<file path="config.mk">
export PLATFORM = sky130hd
export DESIGN_NAME = uart_tx_arbiter
export DESIGN_NICKNAME = d
export VERILOG_FILES = /design/src/rtl/uart_tx_arbiter.sv
export SDC_FILE = /design/constraint.sdc
export NUM_CORES = 1
export LEC_CHECK = 0
export ABC_AREA = 1
export CAP_MARGIN = 20
export CORE_MARGIN = 1
export CORE_UTILIZATION = 30
export DETAILED_ROUTE_END_ITERATION = 10
export GPL_TIMING_DRIVEN = 0
export SLEW_MARGIN = 5
export SYNTH_ARGS = -nofsm -noshare
export SYNTH_HDL_FRONTEND = slang
export SYNTH_SLANG_ARGS = --single-unit
</file>
<file path="constraint.sdc">
create_clock -name clk -period 2.2 [get_ports clk]
set_clock_uncertainty 0.15 [all_clocks]
set_input_delay 0.66 -clock clk [delete_from_list [all_inputs] [get_ports clk]]
set_output_delay 0.66 -clock clk [all_outputs]
set_load 0.05 [all_outputs]
</file>
<file path="src/rtl/uart_tx_arbiter.sv">
// -----------------------------------------------------------------------------
// uart_tx_arbiter
//
// Shares one uart_tx instance between NUM_REQ byte-stream requesters.
// Round-robin arbitration with packet lock: once a requester is granted it
// owns the transmitter until its byte flagged "last" has been sent.
// The arbiter drives uart_tx through its tx_start / tx_busy handshake.
//
// Optional feature macro: UART_ARB_TIMEOUT_EN
//   When defined, a locked requester that leaves its valid low in S_HOLD for
//   HOLD_TIMEOUT cycles loses the grant and lock_timeout pulses for one cycle.
//   When undefined, lock_timeout is tied low and the lock is held indefinitely.
//
// Parameters
//   NUM_REQ       number of requesters (2..8)
//   HOLD_TIMEOUT  idle cycles allowed in S_HOLD before forced release
//
// Ports
//   clk           system clock
//   rst           asynchronous reset, active-high
//   req_valid     per-requester byte valid
//   req_data      byte of requester i at [8*i+7:8*i]
//   req_last      byte is the last of its packet
//   req_ready     one-cycle pulse: byte of requester i consumed
//   grant         one-hot current owner, all-zero when unowned
//   tx_start      one-cycle start pulse to uart_tx
//   tx_data       byte to uart_tx, valid while tx_start is high
//   tx_busy       busy flag from uart_tx
//   arb_busy      high whenever the controller is not idle
//   lock_timeout  one-cycle pulse on forced release
// -----------------------------------------------------------------------------
module uart_tx_arbiter #(
    parameter int NUM_REQ      = 4,
    parameter int HOLD_TIMEOUT = 1024
) (
    input  logic                 clk,
    input  logic                 rst,
    input  logic [NUM_REQ-1:0]   req_valid,
    input  logic [8*NUM_REQ-1:0] req_data,
    input  logic [NUM_REQ-1:0]   req_last,
    output logic [NUM_REQ-1:0]   req_ready,
    output logic [NUM_REQ-1:0]   grant,
    output logic                 tx_start,
    output logic [7:0]           tx_data,
    input  logic                 tx_busy,
    output logic                 arb_busy,
    output logic                 lock_timeout
);

    localparam int IW = (NUM_REQ > 1) ? $clog2(NUM_REQ) : 1;
    localparam logic [NUM_REQ-1:0] ONE_HOT0 = NUM_REQ'(1);

    typedef enum logic [2:0] {
        S_IDLE,
        S_SEND,
        S_WAIT_HI,
        S_WAIT_LO,
        S_HOLD
    } state_t;

    state_t             state_reg;
    logic [IW-1:0]      ptr_reg;
    logic [IW-1:0]      owner_reg;
    logic               last_reg;
    logic [NUM_REQ-1:0] grant_reg;
    logic [NUM_REQ-1:0] req_ready_reg;
    logic               tx_start_reg;
    logic [7:0]         tx_data_reg;

    // ------------------------------------------------------------------
    // Round-robin candidate list: candidate k is requester (ptr + k) mod N,
    // so the lowest k with a valid request is the winner.
    // ------------------------------------------------------------------
    logic [IW-1:0]      cand_idx [NUM_REQ];
    logic [NUM_REQ-1:0] cand_valid;

    genvar gi;
    generate
        for (gi = 0; gi < NUM_REQ; gi++) begin : g_cand
            logic [IW:0] sum;
            assign sum = {1'b0, ptr_reg} + (IW+1)'(gi);
            // ptr and gi are both below NUM_REQ, so a single subtract wraps
            assign cand_idx[gi] = (sum >= (IW+1)'(NUM_REQ))
                                ? IW'(sum - (IW+1)'(NUM_REQ))
                                : sum[IW-1:0];
            assign cand_valid[gi] = req_valid[cand_idx[gi]];
        end
    endgenerate

    logic          pick_found;
    logic [IW-1:0] pick_idx;

    always_comb begin
        pick_found = 1'b0;
        pick_idx   = '0;
        // Walk downwards so the candidate nearest the pointer wins last
        for (int k = NUM_REQ - 1; k >= 0; k--) begin
            if (cand_valid[k]) begin
                pick_found = 1'b1;
                pick_idx   = cand_idx[k];
            end
        end
    end

    logic [NUM_REQ-1:0] pick_onehot;
    logic [7:0]         pick_data;
    logic               owner_valid;
    logic               owner_last;
    logic [7:0]         owner_data;
    logic [IW-1:0]      ptr_next;

    assign pick_onehot = ONE_HOT0 << pick_idx;
    assign pick_data   = req_data[{pick_idx, 3'b000} +: 8];
    assign owner_valid = req_valid[owner_reg];
    assign owner_last  = req_last[owner_reg];
    assign owner_data  = req_data[{owner_reg, 3'b000} +: 8];
    // Pointer moves just past the releasing owner, wrapping at NUM_REQ-1
    assign ptr_next    = (owner_reg == IW'(NUM_REQ - 1)) ? '0 : owner_reg + 1'b1;

`ifdef UART_ARB_TIMEOUT_EN
    localparam logic [15:0] HOLD_LAST = 16'(HOLD_TIMEOUT - 1);
    logic [15:0] hold_cnt_reg;
    logic        lock_timeout_reg;
`else
    // HOLD_TIMEOUT only matters when the timeout is compiled in
    logic unused_hold_cfg;
    assign unused_hold_cfg = ^HOLD_TIMEOUT;
`endif

    // ------------------------------------------------------------------
    // Controller FSM. tx_start / req_ready are registered and high exactly
    // for the single S_SEND cycle.
    // ------------------------------------------------------------------
    always_ff @(posedge clk or posedge rst) begin
        if (rst) begin
            state_reg     <= S_IDLE;
            ptr_reg       <= '0;
            owner_reg     <= '0;
            last_reg      <= 1'b0;
            grant_reg     <= '0;
            req_ready_reg <= '0;
            tx_start_reg  <= 1'b0;
            tx_data_reg   <= 8'h00;
`ifdef UART_ARB_TIMEOUT_EN
            hold_cnt_reg     <= '0;
            lock_timeout_reg <= 1'b0;
`endif
        end else begin
            tx_start_reg  <= 1'b0;
            req_ready_reg <= '0;
`ifdef UART_ARB_TIMEOUT_EN
            lock_timeout_reg <= 1'b0;
            hold_cnt_reg     <= '0;
`endif
            case (state_reg)
                S_IDLE: begin
                    // Never start while uart_tx is still shifting (e.g. after
                    // a reset that landed mid-frame)
                    if (!tx_busy && pick_found) begin
                        owner_reg     <= pick_idx;
                        grant_reg     <= pick_onehot;
                        tx_data_reg   <= pick_data;
                        tx_start_reg  <= 1'b1;
                        req_ready_reg <= pick_onehot;
                        state_reg     <= S_SEND;
                    end
                end
                S_SEND: begin
                    last_reg  <= owner_last;
                    state_reg <= S_WAIT_HI;
                end
                S_WAIT_HI: begin
                    if (tx_busy) begin
                        state_reg <= S_WAIT_LO;
                    end
                end
                S_WAIT_LO: begin
                    if (!tx_busy) begin
                        if (last_reg) begin
                            grant_reg <= '0;
                            ptr_reg   <= ptr_next;
                            state_reg <= S_IDLE;
                        end else begin
                            state_reg <= S_HOLD;
                        end
                    end
                end
                S_HOLD: begin
                    if (owner_valid) begin
                        tx_data_reg   <= owner_data;
                        tx_start_reg  <= 1'b1;
                        req_ready_reg <= grant_reg;
                        state_reg     <= S_SEND;
                    end
`ifdef UART_ARB_TIMEOUT_EN
                    else if (hold_cnt_reg == HOLD_LAST) begin
                        grant_reg        <= '0;
                        ptr_reg          <= ptr_next;
                        lock_timeout_reg <= 1'b1;
                        state_reg        <= S_IDLE;
                    end else begin
                        hold_cnt_reg <= hold_cnt_reg + 16'd1;
                    end
`endif
                end
                default: state_reg <= S_IDLE;
            endcase
        end
    end

    assign req_ready = req_ready_reg;
    assign grant     = grant_reg;
    assign tx_start  = tx_start_reg;
    assign tx_data   = tx_data_reg;
    assign arb_busy  = (state_reg != S_IDLE);
`ifdef UART_ARB_TIMEOUT_EN
    assign lock_timeout = lock_timeout_reg;
`else
    assign lock_timeout = 1'b0;
`endif

endmodule

</file>
==> run metrics <==
status completed; Initial Util 31.7%; Worst Path Max Fanout 3; CP max stage delay 0.42 ns; port buffer count 60; Clock power frac 6.0%; cts bufs inserted 3; final hold slack 0.314 ns; Hold Buf Count CTS 0; Int Pwr 2.17 mW; Cell Area, Synth 1910 um^2; # diodes 0; kind of critical path flop to output port; initial antenna violation count 0; H-tree depth 1; Top Ports 62; die width 81.8 um; vias per cell 4.66; Routed Antenna Nets 0; max reg flops 8; DRT Pass-1 Iters 4; clk slew on worst S/H paths around 0.090 ns; Tmin final approximately 2.1 ns; first-pass GRT wire length 8680 um; fin util between 40% and 50%; power share of the combinational group 76.8%; design area 2880 um^2; share of layout cells above drive strength 1 21.8%; fin. max-slew vios 0; wire per inst 12.6 um; clock tree buffer depth 2; CTS sink cnt 25; commonest non-fill, non-tap cell in the layout nand2_1; Vias 1997; DRC 0; Worst Setup End Kind output port; Placement Cell Area ~2600 um^2; Root Driver clkbuf_8; all-layer global routing usage between 10% and 20%; CP Data Required Time 1.39 ns; num rows 28; Nets 399; cell mode on critical path nor2_2; Final Hold Vio Count 0; worst slack at placement -0.518 ns; Yosys cell types 26; FF/Latch Area 626 um^2; CP max stage cell dfrtp_1; Power Dens Cells 1640 nW/um^2; final worst-path cycle share a little over nine tenths; Routed WL 5400 um; Ys Warns 0; Multi-input gate area 1140 um^2; most frequent cells in the layout nand2_1, inv_1, clkdlybuf4s50_1; die area 6700 um^2; GP Congestion 0.816; Worst-Skew Late Latency 0.27 ns; largest net degree at the start of global routing 26; fraction of registers with async set or reset after synthesis 100%; Hold Path Class flop to flop; arrival time worst endpoint 1.34 ns; f_max 465 MHz; syn avg cell area 6.85 um^2; CORE AREA 6030 um^2; post-synthesis net count 323; Flop pwr share 17.2%; CTS tree yes; Yosys reg bits 25; NetSw about 2.5 mW; setup ws final 0.0513 ns; GRT overflow 0; post-synthesis sequential area ratio 32.7%; # setup viols final 0; DR iter-0 viols 87; switch share ~54%; CP Cell Sequence nor2_2, inv_2, nor2_2, inv_1, buf_6; DP HPWL 4010 um; Max IR drop VDD 665 uV; Synth Instances 279; vias in the first global route 1913; Area growth syn-to-layout 50.5%; Leak 1.51 nW; main flop type after synthesis dfrtp_1; Post-synth EDFFs 0; Critical Path Start Type flop; max-cap violations 0; # fillers 627; Die Y 81.8 um
==> power groups by stage <==
| stage | Combinational [mW] | Sequential, mW | Clock [mW] |
|---|---|---|---|
| floorplan | 1.87 | 1.20 | 0 |
| global placement | 3.02 | 0.802 | 0 |
| detailed placement | 3.08 | 0.807 | 0 |
| CTS | 3.48 | 0.801 | 0.292 |
| global route | 3.98 | 0.834 | 0.310 |
| finish | 3.62 | 0.810 | 0.284 |
==> area by class of cell <==
class / count / area share [%]
inverters: 54 / 7.13
multi-input cells: 193 / 39.6
plain buffers: 7 / 2.04
flip-flops and latches: 25 / 21.7
clock buffers: 3 / 1.44
clock inverters: 1 / 0.261
repair buffers: 71 / 24.5
well taps: 75 / 3.26
==> cells by family (layout without fill, tap and decap cells) <==
kind of cell / Yosys count / after routing / share of synthesized area (%)
buffers and inverters: 61 / 136 / 13.5
flip-flops: 25 / 25 / 32.7
AND/OR/NAND/NOR: 169 / 169 / 45.9
AO/OA/AOI/OAI: 21 / 21 / 6.55
XOR/XNOR: 1 / 1 / 0.458
adder cells (fa/ha/maj): 1 / 1 / 0.654
other: 1 / 1 / 0.196
==> cell usage after synthesis (3+ instances only) <==
cell type / count / area (um^2)
a21oi_1: 4 / 20.0
buf_6: 3 / 33.8
dfrtp_1: 25 / 626
inv_1: 52 / 195
nand2_1: 78 / 293
nand2_2: 9 / 56.3
nand3_1: 39 / 195
nand3_2: 15 / 150
nand3b_1: 8 / 60.1
nor2_1: 12 / 45.0
nor3_1: 3 / 15.0
o21ai_0: 10 / 50.1
o21ai_2: 3 / 26.3
==> per-stage QoR <==
step	TNS, ns	cells	power (mW)
after floorplan	0	279	3.07
after global placement	-6.77	414	3.83
after detailed placement	-7.22	414	3.88
after CTS	0	425	4.57
after global routing	-0.0116	429	5.12
final	0	429	4.71
==> what timing repair did <==
action,4_1_cts,5_1_grt
buffers inserted,5,3
endpoints found under the setup margin,26,7
resized for setup,52,13
cloned,2,0
pin swaps,10,8
==> worst paths after layout <==
kind | start | endpoint | slack, ns | cells past startpoint
min reg2reg | last_reg | state_reg[2] | 0.31 | 1
max in group asynchronous | rst | owner_reg[0] | 1.03 | 3
max | state_reg[1] | arb_busy | 0.05 | 5
min | last_reg | state_reg[2] | 0.31 | 1
max reg2reg | ptr_reg[0] | tx_data[1] | 0.14 | 14
min in group asynchronous | rst | tx_data[1] | 0.48 | 2
==> per-layer routing <==
metal	GRT usage, %	vias up	wire (um)
li1	-	1029	-
met1	22.2	898	2540
met2	29.1	66	2460
met3	2.78	4	385
met4	1.05	0	20
met5	0	-	0
==> critical path, delay by kind of cell, from the launching register on <==
kind	cells	cell delay (ns)
buf+inv	3	0.35
simple gates	2	0.30
flops	1	0.42
(Power assumes the default switching activity.)
